$ cat src/rtl/mem_lsu_if.sv
// Data-bus bundle between the memory-access stage and the data memory.
// master: stage side (drives request/address/enables/write data), slave: memory side.
// Ports: dbus_req/we/addr/sel/wdata toward memory; dbus_rdata/ack back from memory.
interface mem_lsu_if;
  logic        dbus_req;
  logic        dbus_we;
  logic [31:0] dbus_addr;
  logic [3:0]  dbus_sel;
  logic [31:0] dbus_wdata;
  logic [31:0] dbus_rdata;
  logic        dbus_ack;

  modport master (
    output dbus_req, dbus_we, dbus_addr, dbus_sel, dbus_wdata,
    input  dbus_rdata, dbus_ack
  );

  modport slave (
    input  dbus_req, dbus_we, dbus_addr, dbus_sel, dbus_wdata,
    output dbus_rdata, dbus_ack
  );
endinterface

$ cat src/rtl/mem_lsu.sv
// Purpose: pipeline memory-access stage; passes ALU/HI-LO results through, runs load/store bus cycles.
// Latency: 0 cycles for non-memory ops; memory ops take request cycle(s) until ack, then one DONE cycle.
// Backpressure: stallreq holds PC..EX/MEM while a bus request is outstanding; a bubble enters MEM/WB.
// Ports: clk/rst (async active-low); mem_* from EX/MEM; bus = data-bus master; wb_* to MEM/WB;
//        stallreq to hazard unit; exc_adel/exc_ades flag misaligned loads/stores.
module mem_lsu (
  input  logic        clk,
  input  logic        rst,
  input  logic [4:0]  mem_waddr,
  input  logic        mem_wreg,
  input  logic [31:0] mem_wdata,
  input  logic [31:0] mem_hi,
  input  logic [31:0] mem_lo,
  input  logic        mem_whilo,
  input  logic [3:0]  mem_op,
  input  logic [31:0] mem_addr,
  input  logic [31:0] mem_sdata,
  mem_lsu_if.master   bus,
  output logic [4:0]  wb_waddr,
  output logic        wb_wreg,
  output logic [31:0] wb_wdata,
  output logic [31:0] wb_hi,
  output logic [31:0] wb_lo,
  output logic        wb_whilo,
  output logic        stallreq,
  output logic        exc_adel,
  output logic        exc_ades
);

  localparam logic [3:0] OP_LB  = 4'd1;
  localparam logic [3:0] OP_LBU = 4'd2;
  localparam logic [3:0] OP_LH  = 4'd3;
  localparam logic [3:0] OP_LHU = 4'd4;
  localparam logic [3:0] OP_LW  = 4'd5;
  localparam logic [3:0] OP_SB  = 4'd6;
  localparam logic [3:0] OP_SH  = 4'd7;
  localparam logic [3:0] OP_SW  = 4'd8;

  typedef enum logic [1:0] {IDLE, WAIT, DONE} state_t;

  state_t      state, state_nxt;
  logic [31:0] rdata_q;
  logic        req;
  logic        capture;
  logic        is_load, is_store, misaligned;
  logic [1:0]  off;
  logic [3:0]  lane_sel;
  logic [31:0] store_dat;
  logic [7:0]  load_byte;
  logic [15:0] load_half;
  logic [31:0] load_ext;

  assign off = mem_addr[1:0];

  // Operation decode and alignment check.
  always_comb begin
    is_load    = 1'b0;
    is_store   = 1'b0;
    misaligned = 1'b0;
    case (mem_op)
      OP_LB, OP_LBU:  is_load = 1'b1;
      OP_LH, OP_LHU: begin
        is_load    = 1'b1;
        misaligned = off[0];
      end
      OP_LW: begin
        is_load    = 1'b1;
        misaligned = (off != 2'b00);
      end
      OP_SB:          is_store = 1'b1;
      OP_SH: begin
        is_store   = 1'b1;
        misaligned = off[0];
      end
      OP_SW: begin
        is_store   = 1'b1;
        misaligned = (off != 2'b00);
      end
      default: ;
    endcase
  end

  // FSM state and load-data capture register.
  always_ff @(posedge clk or negedge rst) begin
    if (!rst) begin
      state   <= IDLE;
      rdata_q <= 32'd0;
    end else begin
      state <= state_nxt;
      if (capture) rdata_q <= bus.dbus_rdata;
    end
  end

  // Next-state and request generation; ack only counts while a request is up.
  always_comb begin
    state_nxt = state;
    req       = 1'b0;
    capture   = 1'b0;
    case (state)
      IDLE: begin
        if ((is_load || is_store) && !misaligned) begin
          req = 1'b1;
          if (bus.dbus_ack) begin
            capture   = 1'b1;
            state_nxt = DONE;
          end else begin
            state_nxt = WAIT;
          end
        end
      end
      WAIT: begin
        req = 1'b1;
        if (bus.dbus_ack) begin
          capture   = 1'b1;
          state_nxt = DONE;
        end
      end
      // EX/MEM advances at the end of DONE, so the op is never reissued.
      DONE:    state_nxt = IDLE;
      default: state_nxt = IDLE;
    endcase
  end

  // Big-endian byte lanes and replicated store data.
  always_comb begin
    lane_sel  = 4'b0000;
    store_dat = 32'd0;
    case (mem_op)
      OP_LB, OP_LBU:  lane_sel = 4'b1000 >> off;
      OP_LH, OP_LHU:  lane_sel = off[1] ? 4'b0011 : 4'b1100;
      OP_LW:          lane_sel = 4'b1111;
      OP_SB: begin
        lane_sel  = 4'b1000 >> off;
        store_dat = {4{mem_sdata[7:0]}};
      end
      OP_SH: begin
        lane_sel  = off[1] ? 4'b0011 : 4'b1100;
        store_dat = {2{mem_sdata[15:0]}};
      end
      OP_SW: begin
        lane_sel  = 4'b1111;
        store_dat = mem_sdata;
      end
      default: ;
    endcase
  end

  assign bus.dbus_req   = req;
  assign bus.dbus_we    = req & is_store;
  assign bus.dbus_addr  = {mem_addr[31:2], 2'b00};
  assign bus.dbus_sel   = req ? lane_sel : 4'b0000;
  assign bus.dbus_wdata = (req && is_store) ? store_dat : 32'd0;

  // Lane extraction from the captured word; mem_addr is still valid because EX/MEM is held.
  always_comb begin
    case (off)
      2'd0:    load_byte = rdata_q[31:24];
      2'd1:    load_byte = rdata_q[23:16];
      2'd2:    load_byte = rdata_q[15:8];
      default: load_byte = rdata_q[7:0];
    endcase
    load_half = off[1] ? rdata_q[15:0] : rdata_q[31:16];
    case (mem_op)
      OP_LB:   load_ext = {{24{load_byte[7]}}, load_byte};
      OP_LBU:  load_ext = {24'd0, load_byte};
      OP_LH:   load_ext = {{16{load_half[15]}}, load_half};
      OP_LHU:  load_ext = {16'd0, load_half};
      default: load_ext = rdata_q;
    endcase
  end

  assign stallreq = req;
  assign exc_adel = (state == IDLE) & is_load & misaligned;
  assign exc_ades = (state == IDLE) & is_store & misaligned;

  assign wb_waddr = mem_waddr;
  assign wb_hi    = mem_hi;
  assign wb_lo    = mem_lo;
  assign wb_wreg  = mem_wreg & ~req & ~exc_adel & ~exc_ades;
  assign wb_whilo = mem_whilo & ~req;
  assign wb_wdata = (state == DONE && is_load) ? load_ext : mem_wdata;

endmodule

$ cat src/flat_wrapper.sv
// flat-port wrapper written by rule: the top's interface ports become plain ports
module mem_lsu_flat 
  (clk, rst, mem_waddr, mem_wreg, mem_wdata, mem_hi, mem_lo, mem_whilo, mem_op, mem_addr, mem_sdata, wb_waddr, wb_wreg, wb_wdata, wb_hi, wb_lo, wb_whilo, stallreq, exc_adel, exc_ades, bus_dbus_req, bus_dbus_we, bus_dbus_addr, bus_dbus_sel, bus_dbus_wdata, bus_dbus_rdata, bus_dbus_ack);
  mem_lsu_if bus_i ();
  input  logic clk;
  input  logic rst;
  input  logic [4:0] mem_waddr;
  input  logic mem_wreg;
  input  logic [31:0] mem_wdata;
  input  logic [31:0] mem_hi;
  input  logic [31:0] mem_lo;
  input  logic mem_whilo;
  input  logic [3:0] mem_op;
  input  logic [31:0] mem_addr;
  input  logic [31:0] mem_sdata;
  output logic [4:0] wb_waddr;
  output logic wb_wreg;
  output logic [31:0] wb_wdata;
  output logic [31:0] wb_hi;
  output logic [31:0] wb_lo;
  output logic wb_whilo;
  output logic stallreq;
  output logic exc_adel;
  output logic exc_ades;
  output wire logic [$bits(bus_i.dbus_req)-1:0] bus_dbus_req;
  output wire logic [$bits(bus_i.dbus_we)-1:0] bus_dbus_we;
  output wire logic [$bits(bus_i.dbus_addr)-1:0] bus_dbus_addr;
  output wire logic [$bits(bus_i.dbus_sel)-1:0] bus_dbus_sel;
  output wire logic [$bits(bus_i.dbus_wdata)-1:0] bus_dbus_wdata;
  input wire logic [$bits(bus_i.dbus_rdata)-1:0] bus_dbus_rdata;
  input wire logic [$bits(bus_i.dbus_ack)-1:0] bus_dbus_ack;
  assign bus_dbus_req = bus_i.dbus_req;
  assign bus_dbus_we = bus_i.dbus_we;
  assign bus_dbus_addr = bus_i.dbus_addr;
  assign bus_dbus_sel = bus_i.dbus_sel;
  assign bus_dbus_wdata = bus_i.dbus_wdata;
  assign bus_i.dbus_rdata = bus_dbus_rdata;
  assign bus_i.dbus_ack = bus_dbus_ack;
  mem_lsu u_core (.clk(clk), .rst(rst), .mem_waddr(mem_waddr), .mem_wreg(mem_wreg), .mem_wdata(mem_wdata), .mem_hi(mem_hi), .mem_lo(mem_lo), .mem_whilo(mem_whilo), .mem_op(mem_op), .mem_addr(mem_addr), .mem_sdata(mem_sdata), .bus(bus_i), .wb_waddr(wb_waddr), .wb_wreg(wb_wreg), .wb_wdata(wb_wdata), .wb_hi(wb_hi), .wb_lo(wb_lo), .wb_whilo(wb_whilo), .stallreq(stallreq), .exc_adel(exc_adel), .exc_ades(exc_ades));
endmodule
$ cat config.mk
export PLATFORM = sky130hd
export DESIGN_NAME = mem_lsu_flat
export DESIGN_NICKNAME = d
export VERILOG_FILES = /design/src/rtl/mem_lsu_if.sv /design/src/rtl/mem_lsu.sv /design/src/flat_wrapper.sv
export SDC_FILE = /design/constraint.sdc
export NUM_CORES = 1
export LEC_CHECK = 0
export ABC_AREA = 1
export BUFFER_PORTS_ARGS = -buffer_cell sky130_fd_sc_hd__buf_4
export CAP_MARGIN = 20
export CORE_AREA = 2 2 147 149
export CTS_BUF_LIST = sky130_fd_sc_hd__clkbuf_2 sky130_fd_sc_hd__clkbuf_4 sky130_fd_sc_hd__clkbuf_8
export CTS_CLUSTER_SIZE = 40
export DETAILED_ROUTE_END_ITERATION = 8
export DIE_AREA = 0 0 149 151
export SYNTH_ARGS = -nofsm -noshare
export SYNTH_HDL_FRONTEND = slang
export SYNTH_SLANG_ARGS = --single-unit
$ cat constraint.sdc
create_clock -name clk -period 2.7 [get_ports clk]
set_input_delay 0.54 -clock clk [delete_from_list [all_inputs] [get_ports clk]]
set_output_delay 0.54 -clock clk [all_outputs]
set_load 0.01 [all_outputs]
==> run metrics <==
ys flop type dfrtp_1; Setup-failing EPs final 0; Hold Buf Count CTS 0; measured slew at the worst slew-check pin 0.775 ns; Vias about 4500; cell area after synthesis 0.00426 sq mm; total of max-cap violations 0; synth warn 0; Synth Instances between 600 and 700; Worst Setup Path Type in -> out; register area share after synthesis 20.0%; worst skew pair latency 0.29 ns; clk buf depth 2; largest cells by area after synthesis dfrtp_1 (20%), buf_4 (18%), nand2_1 (15%); H-tree depth 2; Worst Hold Slack 0.189 ns; R2R cell count 7; gpl congestion just over 0.8; Die Footprint ~0.022 sq mm; CP Max Fanout 21; main combinational cell family by area after synthesis simple AND/OR/NAND/NOR gates; pin count of the biggest net entering global routing 35; RSZ-0062 raised after global routing false; grt ovf 0; core area 0.0208 sq mm; FF/Latch Area 851 sq um; detailed-route wire length per cell 16.5 um; post-synthesis compound-gate area fraction 14.1%; post-synthesis mux area share 0%; Setup TNS Final 0 ns; slowest stage cell on the critical path nor2_1; number of routed nets with antenna violations 0; FF+latch count, synth 34; worst setup margin 0.0747 ns; first-pass GRT wire length between 20000 and 30000 um; P_leak 2.79 nW; cell breakdown of the critical path buf_4 -> inv_2 -> nand2_1 -> nor2_1 -> nor2_4 -> nand2_4 -> nor2_4 -> nor2_2 -> nand2_2 -> buf_12 -> buf_12 -> nand2_1 -> o21ai_2 -> buf_4; post-synthesis cell type count 35; worst ir drop on vdd 0.165 mV; utilization after layout around a quarter; Max-slew headroom around half; initial core utilization between 20 and 25%; Commonest cells post-synth nand2_1 (168), nor2_1 (131), buf_4 (103); IO buf count approximately 180; final-layout fill cell count roughly 2400; Syn Area/Cell 6.19 sq um; # clock sinks 34; CTS Root Cell clkbuf_8; HPWL Detailed 14300 um; CP required 2.16 ns; xor and xnor area share after synthesis 0%; Die Ht 151 um; Peak Freq 381 MHz; antenna violations before repair 2; layout cells sized above 1 36.4%; DIE WIDTH roughly 150 um; FFs w/ async S/R, synth between 90% and 100%; post-synth top area share 20.0%; DR DRC count 0; CP Launch Type primary input; critical path arrival 2.09 ns; Area growth, synth to finish 25.8%; DRT Pass-1 Iters 7; GRT Overall Usage 14.6%; crit share post-route 97.2%; max-slew violation total from the final report 0; Post-Place Setup Slack 0.116 ns; Pwr Density 454 mW/mm^2; Final Routed Wirelength ~17000 um; run status finished, final reports clean; nets a little under 1000; HP Class in -> async; EDFF count, synth 0; cell taking the most area after synthesis dfrtp_1; DRT iter0 DRCs 240; post-synthesis adder-cell area fraction 0%; crit path time final 2.63 ns; via/cell ratio about 4.3; Post-Synth Simple-Gate Area between 30% and 40%; Multi-input gate area approximately 0.0022 sq mm; cell row count 53; I/O pin count 382; Worst setup EP type output pin; vias in the first global route 4382; Reg clk slew, reported paths 0.06 ns; TritonCTS buffer count 5; Hold Vio Cnt, Final 0; Crit path largest cell delay around 0.23 ns; TritonCTS clock tree done; Clock Skew between 0.005 and 0.006 ns; most frequent cell after synthesis nand2_1
## per-layer routing
metal  global-route usage [%]  up-vias  wire length (um)
met5                        0        -                12
met2                     22.9      166              7910
met1                     17.7     2026              6970
met3                     5.15       65              1630
met4                     7.19        2               752
li1                         -     2250                 -
## repair_timing
item                                    4_1_cts  5_1_grt
resized for setup                             0        3
buffers inserted                              0        4
endpoints found under the setup margin        0        4
## flip-flops by register name (all words and copies together), names as in the netlist
signal	count
u_core.state	2
u_core.rdata_q	32
## cells by family (layout without fill, tap and decap cells)
group           Yosys count  count (layout)
flops                    34              34
other cells               1               4
compound gates           85              85
simple gates            373             373
buf+inv                 195             276
## stage by stage
| step | total power, mW | area [sq um] | cells |
|---|---|---|---|
| finish | 2.44 | 5360 | 1047 |
| global route | 2.65 | 5360 | 1046 |
| CTS | 2.45 | 5300 | 1041 |
| detailed placement | 2.04 | 5210 | 1033 |
| global placement | 2.04 | 5210 | 1033 |
| floorplan | 1.69 | 4270 | 689 |
## cell usage in the layout (no fill, tap or decap)
master	n
buf_4	203
nand2_1	167
nor2_1	131
inv_1	53
dfrtp_1	34
nand4_1	32
o21ai_2	24
o21ai_0	22
nand2_2	18
a21oi_1	14
nand3_1	11
a221oi_1	11
o211ai_1	8
clkbuf_8	6
inv_2	5
nor2_4	4
nor2_2	4
buf_12	4
diode_2	2
nand3_2	2
clkinv_1	2
a31oi_1	2
conb_1	2
a21oi_4	1
a21oi_2	1
nand3b_2	1
o21ai_1	1
nand2_4	1
o211ai_2	1
nor3_2	1
clkinvlp_4	1
nand4_2	1
clkbuf_4	1
clkinv_2	1
## worst max-delay path: cells and delay by family
family	cells	cell delay [ns]
and+or+nand+nor	8	0.81
buffers and inverters	5	0.66
AOI/OAI and AO/OA	1	0.06
## worst paths after layout
check	from	endpoint	slack (ns)
worst max register to register	u_core.state[0]	u_core.rdata_q[4]	1.03
worst min-delay path	rst	u_core.rdata_q[19]	0.19
worst max-delay path	mem_op[3]	wb_wdata[22]	0.07
max in group asynchronous	rst	u_core.rdata_q[0]	2.20
worst min register to register	u_core.rdata_q[27]	u_core.rdata_q[27]	0.47
min in group clk	u_core.rdata_q[27]	u_core.rdata_q[27]	0.47
## where the power goes
group | switching, mW | internal (mW) | total [mW]
registers | 0.151 | 0.678 | 0.829
clock network | 0.180 | 0.216 | 0.395
logic | 0.723 | 0.490 | 1.21
total | 1.05 | 1.38 | 2.44
## final cells by class
type	count	share of cell area [%]
Tap cell	275	6.42
Sequential cell	34	15.9
Inverter	61	4.34
Clock buffer	7	1.68
Clock inverter	1	0.0933
Antenna cell	2	0.0933
Timing Repair Buffer	207	29.9
Multi-Input combinational cell	460	41.6
Note: power is estimated with default switching activity, not from simulation.
